**config.mk**
```make
export PLATFORM = sky130hd
export DESIGN_NAME = stage_mem_ctrl_flat
export DESIGN_NICKNAME = d
export VERILOG_FILES = /design/src/rtl/stage_mem_ctrl_if.sv /design/src/rtl/stage_mem_ctrl.sv /design/src/flat_wrapper.sv
export SDC_FILE = /design/constraint.sdc
export NUM_CORES = 1
export LEC_CHECK = 0
export ABC_AREA = 0
export CAP_MARGIN = 20
export CORE_AREA = 2 2 196 198
export DETAILED_ROUTE_END_ITERATION = 10
export DIE_AREA = 0 0 198 200
export GPL_TIMING_DRIVEN = 0
export HOLD_SLACK_MARGIN = 0.1
export PLACE_DENSITY = 0.39
export SETUP_SLACK_MARGIN = 0.3
export SLEW_MARGIN = 20
export SYNTH_ARGS = -nofsm -noshare
export SYNTH_HDL_FRONTEND = slang
export SYNTH_SLANG_ARGS = --single-unit
```
**constraint.sdc**
```tcl
create_clock -name clk -period 1.8 [get_ports clk]
set_input_delay 0.18 -clock clk [delete_from_list [all_inputs] [get_ports clk]]
set_output_delay 0.18 -clock clk [all_outputs]
set_load 0.01 [all_outputs]
```
**src/rtl/stage_mem_ctrl_if.sv**
```systemverilog
// Bundle of the stage_mem_ctrl control, host-write, memory-port and tag
// signals. The master side is the host / job controller plus the memory
// bank consumer; the slave side is the sequencer itself.
interface stage_mem_ctrl_if #(
    parameter int TAP_AW  = 4,
    parameter int BIAS_AW = 3,
    parameter int DATA_AW = 6
);
    // job control
    logic                start;
    logic [3:0]          cfg_rows;
    logic [4:0]          cfg_cols;
    logic                busy;
    logic                done;
    logic                cfg_err;

    // host write request
    logic                wr_valid;
    logic [1:0]          wr_sel;
    logic [5:0]          wr_addr;
    logic [191:0]        wr_data;

    // tap memory port
    logic [TAP_AW-1:0]   tap_addr;
    logic                tap_rd_en;
    logic                tap_wr_en;
    logic [191:0]        tap_wr_data;

    // bias memory port
    logic [BIAS_AW-1:0]  bias_addr;
    logic                bias_rd_en;
    logic                bias_wr_en;
    logic [31:0]         bias_wr_data;

    // data memory port
    logic [DATA_AW-1:0]  data_addr;
    logic                data_rd_en;
    logic                data_wr_en;
    logic [31:0]         data_wr_data;

    // read-data tags, aligned with the one-cycle memory latency
    logic                out_valid;
    logic                out_kind;
    logic                out_first;
    logic                out_last;
    logic [2:0]          out_row;

    modport master (
        output start, cfg_rows, cfg_cols, wr_valid, wr_sel, wr_addr, wr_data,
        input  busy, done, cfg_err,
        input  tap_addr, tap_rd_en, tap_wr_en, tap_wr_data,
        input  bias_addr, bias_rd_en, bias_wr_en, bias_wr_data,
        input  data_addr, data_rd_en, data_wr_en, data_wr_data,
        input  out_valid, out_kind, out_first, out_last, out_row
    );

    modport slave (
        input  start, cfg_rows, cfg_cols, wr_valid, wr_sel, wr_addr, wr_data,
        output busy, done, cfg_err,
        output tap_addr, tap_rd_en, tap_wr_en, tap_wr_data,
        output bias_addr, bias_rd_en, bias_wr_en, bias_wr_data,
        output data_addr, data_rd_en, data_wr_en, data_wr_data,
        output out_valid, out_kind, out_first, out_last, out_row
    );
endinterface

```
**src/rtl/stage_mem_ctrl.sv**
```systemverilog
// Sequencer and write arbiter for the stage memory bank. Walks a rows x cols
// job (one bias read, then cols paired tap/data reads per row) and emits a
// tag one cycle after each read so it lines up with the memory read data.
// Host writes share the memory ports, win over reads and stall the walk.
module stage_mem_ctrl #(
    parameter int TAP_AW  = 4,
    parameter int BIAS_AW = 3,
    parameter int DATA_AW = 6
) (
    input  logic           clk,
    input  logic           reset,
    stage_mem_ctrl_if.slave bus
);

    typedef enum logic [1:0] {
        S_IDLE = 2'd0,
        S_BIAS = 2'd1,
        S_MAC  = 2'd2,
        S_DONE = 2'd3
    } state_t;

    localparam logic [TAP_AW-1:0]  C_ONE = TAP_AW'(1);
    localparam logic [BIAS_AW-1:0] R_ONE = BIAS_AW'(1);
    localparam logic [DATA_AW-1:0] D_ONE = DATA_AW'(1);

    state_t              state;
    logic [3:0]          rows_q;
    logic [4:0]          cols_q;
    logic [BIAS_AW-1:0]  r_q;
    logic [TAP_AW-1:0]   c_q;
    logic [DATA_AW-1:0]  d_q;
    logic                busy_q;
    logic                done_q;
    logic                cfg_err_q;

    logic                cfg_legal;
    logic                wr_hit;
    logic                stall;
    logic                last_col;
    logic                last_row;

    // issue-stage read strobes
    logic                rd_bias_p0;
    logic                rd_mac_p0;

    // tag registers, one cycle behind the issue stage
    logic                vld_p1;
    logic                kind_p1;
    logic                first_p1;
    logic                last_p1;
    logic [2:0]          row_p1;

    assign cfg_legal = (bus.cfg_rows != 4'd0) && (bus.cfg_rows <= 4'd8) &&
                       (bus.cfg_cols != 5'd0) && (bus.cfg_cols <= 5'd16);

    // Reserved select (3) is dropped entirely, so only 0..2 count as a write.
    assign wr_hit   = bus.wr_valid && (bus.wr_sel != 2'd3);
    assign stall    = wr_hit && ((state == S_BIAS) || (state == S_MAC));
    assign last_col = (5'(c_q) == (cols_q - 5'd1));
    assign last_row = (4'(r_q) == (rows_q - 4'd1));

    // ---- stage p0: read issue ----
    assign rd_bias_p0 = (state == S_BIAS) && !stall;
    assign rd_mac_p0  = (state == S_MAC)  && !stall;

    // Job FSM: owns state, counters and the registered busy/done/cfg_err flags.
    always_ff @(posedge clk) begin
        if (!reset) begin
            state     <= S_IDLE;
            rows_q    <= '0;
            cols_q    <= '0;
            r_q       <= '0;
            c_q       <= '0;
            d_q       <= '0;
            busy_q    <= 1'b0;
            done_q    <= 1'b0;
            cfg_err_q <= 1'b0;
        end else begin
            done_q    <= 1'b0;
            cfg_err_q <= 1'b0;
            case (state)
                S_IDLE: begin
                    if (bus.start) begin
                        if (cfg_legal) begin
                            rows_q <= bus.cfg_rows;
                            cols_q <= bus.cfg_cols;
                            r_q    <= '0;
                            c_q    <= '0;
                            d_q    <= '0;
                            busy_q <= 1'b1;
                            state  <= S_BIAS;
                        end else begin
                            cfg_err_q <= 1'b1;
                        end
                    end
                end
                S_BIAS: begin
                    if (!stall) begin
                        c_q   <= '0;
                        state <= S_MAC;
                    end
                end
                S_MAC: begin
                    if (!stall) begin
                        d_q <= d_q + D_ONE;
                        if (last_col) begin
                            if (last_row) begin
                                done_q <= 1'b1;
                                state  <= S_DONE;
                            end else begin
                                r_q   <= r_q + R_ONE;
                                state <= S_BIAS;
                            end
                        end else begin
                            c_q <= c_q + C_ONE;
                        end
                    end
                end
                S_DONE: begin
                    busy_q <= 1'b0;
                    state  <= S_IDLE;
                end
                default: begin
                    busy_q <= 1'b0;
                    state  <= S_IDLE;
                end
            endcase
        end
    end

    // Memory port mux: write beats read beats zero. Any write stalls the
    // sequencer, so a read enable and a write enable never share a memory.
    always_comb begin
        bus.tap_addr     = '0;
        bus.tap_rd_en    = 1'b0;
        bus.tap_wr_en    = 1'b0;
        bus.tap_wr_data  = '0;
        bus.bias_addr    = '0;
        bus.bias_rd_en   = 1'b0;
        bus.bias_wr_en   = 1'b0;
        bus.bias_wr_data = '0;
        bus.data_addr    = '0;
        bus.data_rd_en   = 1'b0;
        bus.data_wr_en   = 1'b0;
        bus.data_wr_data = '0;

        if (bus.wr_valid) begin
            case (bus.wr_sel)
                2'd0: begin
                    bus.tap_wr_en   = 1'b1;
                    bus.tap_addr    = bus.wr_addr[TAP_AW-1:0];
                    bus.tap_wr_data = bus.wr_data;
                end
                2'd1: begin
                    bus.bias_wr_en   = 1'b1;
                    bus.bias_addr    = bus.wr_addr[BIAS_AW-1:0];
                    bus.bias_wr_data = bus.wr_data[31:0];
                end
                2'd2: begin
                    bus.data_wr_en   = 1'b1;
                    bus.data_addr    = bus.wr_addr[DATA_AW-1:0];
                    bus.data_wr_data = bus.wr_data[31:0];
                end
                default: begin
                end
            endcase
        end

        if (rd_bias_p0) begin
            bus.bias_rd_en = 1'b1;
            bus.bias_addr  = r_q;
        end
        if (rd_mac_p0) begin
            bus.tap_rd_en  = 1'b1;
            bus.tap_addr   = c_q;
            bus.data_rd_en = 1'b1;
            bus.data_addr  = d_q;
        end
    end

    // ---- stage p1: tag registered alongside the memory read data ----
    // Tag register: cleared by reset so an in-flight tag is dropped.
    always_ff @(posedge clk) begin
        if (!reset) begin
            vld_p1   <= 1'b0;
            kind_p1  <= 1'b0;
            first_p1 <= 1'b0;
            last_p1  <= 1'b0;
            row_p1   <= '0;
        end else begin
            vld_p1   <= rd_bias_p0 || rd_mac_p0;
            kind_p1  <= rd_mac_p0;
            first_p1 <= rd_mac_p0 && (c_q == '0);
            last_p1  <= rd_mac_p0 && last_col;
            row_p1   <= (rd_bias_p0 || rd_mac_p0) ? 3'(r_q) : 3'd0;
        end
    end

    assign bus.busy      = busy_q;
    assign bus.done      = done_q;
    assign bus.cfg_err   = cfg_err_q;
    assign bus.out_valid = vld_p1;
    assign bus.out_kind  = kind_p1;
    assign bus.out_first = first_p1;
    assign bus.out_last  = last_p1;
    assign bus.out_row   = row_p1;

endmodule
```
**src/flat_wrapper.sv**
```systemverilog
// flat-port wrapper written by rule: the top's interface ports become plain ports
module stage_mem_ctrl_flat 
#(
    parameter int TAP_AW  = 4,
    parameter int BIAS_AW = 3,
    parameter int DATA_AW = 6
)
  (clk, reset, bus_start, bus_cfg_rows, bus_cfg_cols, bus_wr_valid, bus_wr_sel, bus_wr_addr, bus_wr_data, bus_busy, bus_done, bus_cfg_err, bus_tap_addr, bus_tap_rd_en, bus_tap_wr_en, bus_tap_wr_data, bus_bias_addr, bus_bias_rd_en, bus_bias_wr_en, bus_bias_wr_data, bus_data_addr, bus_data_rd_en, bus_data_wr_en, bus_data_wr_data, bus_out_valid, bus_out_kind, bus_out_first, bus_out_last, bus_out_row);
  stage_mem_ctrl_if #(.TAP_AW(TAP_AW), .BIAS_AW(BIAS_AW), .DATA_AW(DATA_AW)) bus_i ();
  input  logic clk;
  input  logic reset;
  input wire logic [$bits(bus_i.start)-1:0] bus_start;
  input wire logic [$bits(bus_i.cfg_rows)-1:0] bus_cfg_rows;
  input wire logic [$bits(bus_i.cfg_cols)-1:0] bus_cfg_cols;
  input wire logic [$bits(bus_i.wr_valid)-1:0] bus_wr_valid;
  input wire logic [$bits(bus_i.wr_sel)-1:0] bus_wr_sel;
  input wire logic [$bits(bus_i.wr_addr)-1:0] bus_wr_addr;
  input wire logic [$bits(bus_i.wr_data)-1:0] bus_wr_data;
  output wire logic [$bits(bus_i.busy)-1:0] bus_busy;
  output wire logic [$bits(bus_i.done)-1:0] bus_done;
  output wire logic [$bits(bus_i.cfg_err)-1:0] bus_cfg_err;
  output wire logic [$bits(bus_i.tap_addr)-1:0] bus_tap_addr;
  output wire logic [$bits(bus_i.tap_rd_en)-1:0] bus_tap_rd_en;
  output wire logic [$bits(bus_i.tap_wr_en)-1:0] bus_tap_wr_en;
  output wire logic [$bits(bus_i.tap_wr_data)-1:0] bus_tap_wr_data;
  output wire logic [$bits(bus_i.bias_addr)-1:0] bus_bias_addr;
  output wire logic [$bits(bus_i.bias_rd_en)-1:0] bus_bias_rd_en;
  output wire logic [$bits(bus_i.bias_wr_en)-1:0] bus_bias_wr_en;
  output wire logic [$bits(bus_i.bias_wr_data)-1:0] bus_bias_wr_data;
  output wire logic [$bits(bus_i.data_addr)-1:0] bus_data_addr;
  output wire logic [$bits(bus_i.data_rd_en)-1:0] bus_data_rd_en;
  output wire logic [$bits(bus_i.data_wr_en)-1:0] bus_data_wr_en;
  output wire logic [$bits(bus_i.data_wr_data)-1:0] bus_data_wr_data;
  output wire logic [$bits(bus_i.out_valid)-1:0] bus_out_valid;
  output wire logic [$bits(bus_i.out_kind)-1:0] bus_out_kind;
  output wire logic [$bits(bus_i.out_first)-1:0] bus_out_first;
  output wire logic [$bits(bus_i.out_last)-1:0] bus_out_last;
  output wire logic [$bits(bus_i.out_row)-1:0] bus_out_row;
  assign bus_i.start = bus_start;
  assign bus_i.cfg_rows = bus_cfg_rows;
  assign bus_i.cfg_cols = bus_cfg_cols;
  assign bus_i.wr_valid = bus_wr_valid;
  assign bus_i.wr_sel = bus_wr_sel;
  assign bus_i.wr_addr = bus_wr_addr;
  assign bus_i.wr_data = bus_wr_data;
  assign bus_busy = bus_i.busy;
  assign bus_done = bus_i.done;
  assign bus_cfg_err = bus_i.cfg_err;
  assign bus_tap_addr = bus_i.tap_addr;
  assign bus_tap_rd_en = bus_i.tap_rd_en;
  assign bus_tap_wr_en = bus_i.tap_wr_en;
  assign bus_tap_wr_data = bus_i.tap_wr_data;
  assign bus_bias_addr = bus_i.bias_addr;
  assign bus_bias_rd_en = bus_i.bias_rd_en;
  assign bus_bias_wr_en = bus_i.bias_wr_en;
  assign bus_bias_wr_data = bus_i.bias_wr_data;
  assign bus_data_addr = bus_i.data_addr;
  assign bus_data_rd_en = bus_i.data_rd_en;
  assign bus_data_wr_en = bus_i.data_wr_en;
  assign bus_data_wr_data = bus_i.data_wr_data;
  assign bus_out_valid = bus_i.out_valid;
  assign bus_out_kind = bus_i.out_kind;
  assign bus_out_first = bus_i.out_first;
  assign bus_out_last = bus_i.out_last;
  assign bus_out_row = bus_i.out_row;
  stage_mem_ctrl #(.TAP_AW(TAP_AW), .BIAS_AW(BIAS_AW), .DATA_AW(DATA_AW)) u_core (.clk(clk), .reset(reset), .bus(bus_i));
endmodule
```
Word level (Yosys, flattened, before mapping):

Cells that the tools add are included.

* register bits after elaboration: 34
* bits of input ports: 213
* logic and storage cells: 119
* output and inout port bits: 285

* bitwise operators: 3
* equality and inequality tests: 15
* reductions and logical operators: 29
* $add $sub $neg: 5
* magnitude comparators: 2
* mux-type cells: 51

Operator list (number)
* 2-to-1 mux 192 bit: 2
* 2-to-1 mux 32 bit: 4
* 2-to-1 mux 6 bit: 6
* 2-to-1 mux 4 bit: 8
* 2-to-1 mux 3 bit: 8
* 2-to-1 mux 1 bit: 12
* 2-to-1 mux 2 bit: 6
* inequality test 2 bit (second input constant): 6
* one-hot mux 4 bit (3 select lines): 1
* one-hot mux 6 bit (2 select lines): 1
* AND reduction 6 bit: 2
* logical AND 1 bit: 9
* AND reduction 3 bit: 3
* one-hot mux 2 bit (4 select lines): 1
* adder 6 x 1 -> 6 bit (second input constant): 1
* equality test 2 bit (second input constant): 3
* one-hot mux 3 bit (2 select lines): 1
* equality test 4 x 5 -> 1 bit: 1
* less-or-equal comparator 5 bit (second input constant): 1
* AND reduction 5 bit: 1
* nonzero test 5 bit: 1
* subtractor 5 x 1 -> 5 bit (second input constant): 1
* adder 4 x 1 -> 4 bit (second input constant): 1
* equality test 2 x 1 -> 1 bit (second input constant): 2
* other kinds (17): 23

Logic depth before layout (Yosys ltp):

* depth in word-level cells: 7
* mapped depth: 8
* gate-level depth less buffers: 8

Worst setup path before layout:

No wires, ideal clock.

* kind: reg2reg
* start: reg u_core.cols_q[0]
* end: reg u_core.r_q[2]
* cell stages (with the launch flop): 9
* buffers on the path: 0
* setup time: 0.071 ns
* clock period less this slack: 1.881 ns
* arrival time: 1.810 ns
* setup slack: -0.081 ns
* data required time: 1.729 ns
* path through: dfxtp_1 > inv_1 > ha_1 > xnor2_1 > nor2_1 > nand4_2 > o21a_1 > or3_1 > a21oi_1

* cells in the longest elaborated chain, start to end: 4

RTL lines
* from (decl): line stage_mem_ctrl.sv:28 `logic [4:0] cols_q;`
* from (signal assigned): line stage_mem_ctrl.sv:86 `cols_q <= bus.cfg_cols;`
* subtractor 5 x 1 -> 5 bit: line stage_mem_ctrl.sv:59 `assign last_col = (5'(c_q) == (cols_q - 5'd1));`
* equality test 4 x 5 -> 1 bit: line stage_mem_ctrl.sv:59
* inequality test 2 x 1 -> 1 bit (no source line)
* AND reduction 6 bit (no source line)
* to (signal assigned): line stage_mem_ctrl.sv:111 `r_q <= r_q + R_ONE;`
* to (decl): line stage_mem_ctrl.sv:29 `logic [BIAS_AW-1:0] r_q;`

Every way passes these cells.
A chain may end at the register's enable or synchronous reset.

Worst setup path in the final report:

* start: reg u_core.cols_q[0]
* end: reg u_core.c_q[3]

* cells in the longest elaborated chain, start to end: 4

RTL lines
* subtractor 5 x 1 -> 5 bit: line stage_mem_ctrl.sv:59
* equality test 4 x 5 -> 1 bit: line stage_mem_ctrl.sv:59
* inequality test 2 bit (no source line)
* AND reduction 6 bit (no source line)
* to (signal assigned): line stage_mem_ctrl.sv:115 `c_q <= c_q + C_ONE;`
* to (decl): line stage_mem_ctrl.sv:30 `logic [TAP_AW-1:0] c_q;`

Every way passes these cells.

==> out/metrics.csv <==
stage;metric;value;unit
run_status;status;finished with violations;
run_status;violated checks;setup timing;
critical_path;worst-path cell chain;inv_2 -> ha_4 -> xor2_1 -> xnor2_1 -> nand4_2 -> buf_6 -> o2111a_2 -> a32o_1;
cts;clock-pin slew on the worst setup and hold paths;0.06;ns
logic_synthesis;Syn Std Cell Area;3560;um2
timing;Final Hold Violating Endpoints;0;
global_routing;vias in the first global route;5783;
timing;Final Cycle Share;106;%
route;drt pass-1 iters;4;
logic_synthesis;post-synthesis mux area share;3.09;%
logic_synthesis;Seq cells post-synth;34;
logic_synthesis;xor/xnor share of the synthesized area;4.43;%
route;vias per inst;3.58;
placement;RePlAce Congestion;0.847;
die;die area;39600;um2
layout;post-route cell area;11800;um2
die;FP Rows;71;
logic_synthesis;adder-cell area share of the yosys netlist;3.52;%
critical_path;max incr delay on CP;0.35;ns
layout;fin cells;1615;
route;DR WL/cell;21.6;um
logic_synthesis;synth unique cells;42;
logic_synthesis;sequential share of the synthesized area;19.1;%
logic_synthesis;Area contributors post-synth;and2_1 46%, dfxtp_1 19%, clkbuf_1 3.6%;
logic_synthesis;Yosys top cell by area;and2_1;
power;clock share of power;19.1;%
logic_synthesis;largest family of logic cells by synthesized area;simple AND/OR/NAND/NOR gates;
cts;htree depth;2;
critical_path;Crit path required time;1.98;ns
global_routing;largest net degree at the start of global routing;11;
critical_path;Largest delay share family, worst path;compound AO/OA/AOI/OAI gates;
critical_path;critical-path maximum fanout;4;
power;Sw Ratio;33.8;%
timing;Slew @ Worst Pin;0.502;ns
layout;fin nets;1318;
timing;relative slew slack;66.5;%
global_routing;first-pass GRT wire length;43700;um
power;maximum vdd drop;360;uV
cts;Num Clock Sinks;34;
route;routed vias;5776;
timing;Setup WS post-layout;-0.103;ns
route;first-iteration detailed-routing DRC count;126;
logic_synthesis;synthesized area per cell;7.17;um2
logic_synthesis;Synth Area in Simple Gates;56.5;%
critical_path;critical path's slowest cell;dfxtp_4;
route;ANT nets after route;0;
layout;share of layout cells above drive strength 1;56.9;%
logic_synthesis;dominant cell by count in the synthesized netlist;and2_1;
route;Routed WL;34900;um
cts;Root Buffer;clkbuf_16;
critical_path;Worst Path Buf+Inv;2;
logic_synthesis;Ys Warns;0;
cts;CTS tree;built;
logic_synthesis;number of flops mapped to enable cells by yosys;0;
cts;CTS buffer count;5;
critical_path;Worst Setup End Kind;flip-flop;
cts;deepest clock path buffer count;2;
power;Net Sw Power;1560;uW
cts;Clock Latency Late Sink;0.28;ns
placement;Place WS;-1.69;ns
logic_synthesis;Most used DFF post-synth;dfxtp_1;
logic_synthesis;list of most frequent post-synthesis cells;262 x and2_1, 34 x clkbuf_1, 34 x dfxtp_1;
die;Starting Density;9.51;%
hold_path;worst hold path type;input pin to flip-flop;
die;die height;200;um
power;Logic pwr share;61.8;%
timing;Final Skew;0.00458;ns
logic_synthesis;post-synthesis compound-gate area fraction;7.84;%
timing;Finish-stage setup viols;13;
die;core footprint;37400;um2
global_routing;gr usage total;15.6;%
placement;post-detail-place hpwl;27300;um
timing;unrepaired setup endpoints after global routing;yes;
die;# IOs;498;
timing;Peak Freq;0.525;GHz
logic_synthesis;area share of the leading cell type in the synthesized netlist;46.1;%
critical_path;Critical Path AT;2.08;ns
logic_synthesis;Post-Synthesis Cells;496;
timing;fin. max-slew vios;0;
power;Pleak;0.00548;uW
power;P per Cell Area;392;nW/um2
placement;placed cell areas;9250;um2
timing;Fin Setup TNS;-0.514;ns
power;Cell Int Power;3070;uW
logic_synthesis;Post-synth ARST share;0;%
layout;synth-to-layout area growth;232;%
die;Die X;198;um
global_routing;total global routing overflow;0;
timing;Min Clock Period, post-route;1.90;ns
global_routing;initial antenna violation count;8;
placement;I/O Buffers;497;
route;Residual DRC;0;
layout;Layout Utilization;31.6;%
critical_path;CP Launch Type;flip-flop;
critical_path;critical path type;flip-flop to flip-flop;
placement;dpl cells;1504;
power;sequential group share of total power;19.1;%
run;maxcap violations;0;
cts;CTS hold repair buffers;0;
logic_synthesis;syn nets;719;
==> layout make-up <==
class / count / area, um2
antenna: 8 / 20.0
buffer: 37 / 711
clock inverter: 1 / 5.00
fill: 4039 / 25600
timing repair buffer: 592 / 6080
tap: 511 / 639
multi-input combinational: 413 / 3450
inverter: 12 / 68.8
sequential: 34 / 696
clock buffer: 7 / 143
==> placed cells by master (no fill, tap or decap), types with 3 or more instances in the layout <==
| cell type | synthesis | routed |
|---|---|---|
| clkdlybuf4s50_1 | 0 | 208 |
| and2_1 | 262 | 86 |
| buf_6 | 0 | 205 |
| dlygate4sd2_1 | 0 | 33 |
| xnor2_1 | 9 | 8 |
| nand3_1 | 8 | 6 |
| dfxtp_1 | 34 | 28 |
| clkbuf_1 | 34 | 3 |
| nand4_1 | 4 | 4 |
| ha_1 | 10 | 6 |
| buf_4 | 3 | 34 |
| clkbuf_16 | 0 | 32 |
| buf_2 | 0 | 45 |
| clkbuf_2 | 0 | 21 |
| nor2_4 | 0 | 5 |
| clkbuf_8 | 0 | 3 |
| nand2_4 | 0 | 5 |
| clkdlybuf4s15_1 | 0 | 5 |
| nor2_1 | 24 | 18 |
| a22o_1 | 10 | 10 |
| o21ai_2 | 0 | 3 |
| nand2_1 | 21 | 15 |
| xor2_1 | 9 | 8 |
| diode_2 | 0 | 8 |
| inv_1 | 10 | 4 |
| mux2i_1 | 11 | 11 |
| inv_2 | 0 | 4 |
| buf_12 | 0 | 10 |
| and2_4 | 0 | 176 |
| buf_8 | 0 | 34 |
| ha_4 | 0 | 4 |
| dfxtp_2 | 0 | 3 |
| a21oi_1 | 4 | 3 |
| dfxtp_4 | 0 | 3 |
==> kinds of logic after synthesis <==
kind of cell	after synthesis
and+or+nand+nor	338
buffers and inverters	49
AOI/OAI and AO/OA	36
DFF	34
xor gates and xnor gates	18
muxes	11
adders and majority gates	10
==> power groups by stage <==
stage               combinational, uW  clock, uW  sequential, uW
finish                           2870        884             884
global route                     3040        924             891
CTS                              2350        907             881
detailed placement               1930          0             884
global placement                 1940          0             883
floorplan                         809          0             874
==> what timing repair did <==
action                                   CTS  global route
endpoints found under the setup margin   306           241
resized for setup                       1209           515
setup buffers                             50            22
pin swaps                                 43           111
cloned                                     9            14
==> worst min-delay path: cells and delay by family <==
family	cells	cell delay, ns
buffers and inverters	1	0.11
multiplexers	1	0.07
AND/OR/NAND/NOR	1	0.07
==> path summary, 6_finish.rpt <==
| kind | startpoint | slack [ns] | end | depth (start not counted) |
|---|---|---|---|---|
| setup / recovery | u_core.cols_q[0] | -0.10 | u_core.c_q[3] | 8 |
| hold / removal | bus_cfg_cols[1] | 0.18 | u_core.cols_q[1] | 3 |
| setup reg to reg | u_core.cols_q[0] | -0.10 | u_core.c_q[3] | 8 |
| hold reg to reg | u_core.d_q[1] | 0.51 | u_core.d_q[1] | 2 |
==> state kept, by name (all words and copies together), names as in the netlist <==
signal,flops
u_core.d_q,6
u_core.cols_q,5
u_core.c_q,4
u_core.rows_q,4
u_core.bus.out_row,3
u_core.r_q,3
u_core.state,2
u_core.bus.busy,1
u_core.bus.cfg_err,1
u_core.bus.done,1
u_core.bus.out_first,1
u_core.bus.out_kind,1
u_core.bus.out_last,1
u_core.bus.out_valid,1
==> stage by stage <==
step,hold WS (ns),total power (uW)
6_report,0.179,4630
5_1_grt,0.220,4850
4_1_cts,0.191,4140
3_5_place_dp,0.501,2820
3_3_place_gp,0.497,2820
2_1_floorplan,0.309,1680
==> per-layer routing <==
| metal | wire length [um] | vias to the layer above | GRT usage [%] | part of all wire [%] |
|---|---|---|---|---|
| li1 | - | 2798 | - | - |
| met1 | 12500 | 2704 | 17.0 | 36 |
| met2 | 18000 | 254 | 28.5 | 52 |
| met3 | 3910 | 20 | 6.74 | 11 |
| met4 | 466 | 0 | 2.70 | 1.3 |
| met5 | 0 | - | 0 | 0 |
(Power assumes the default switching activity.)
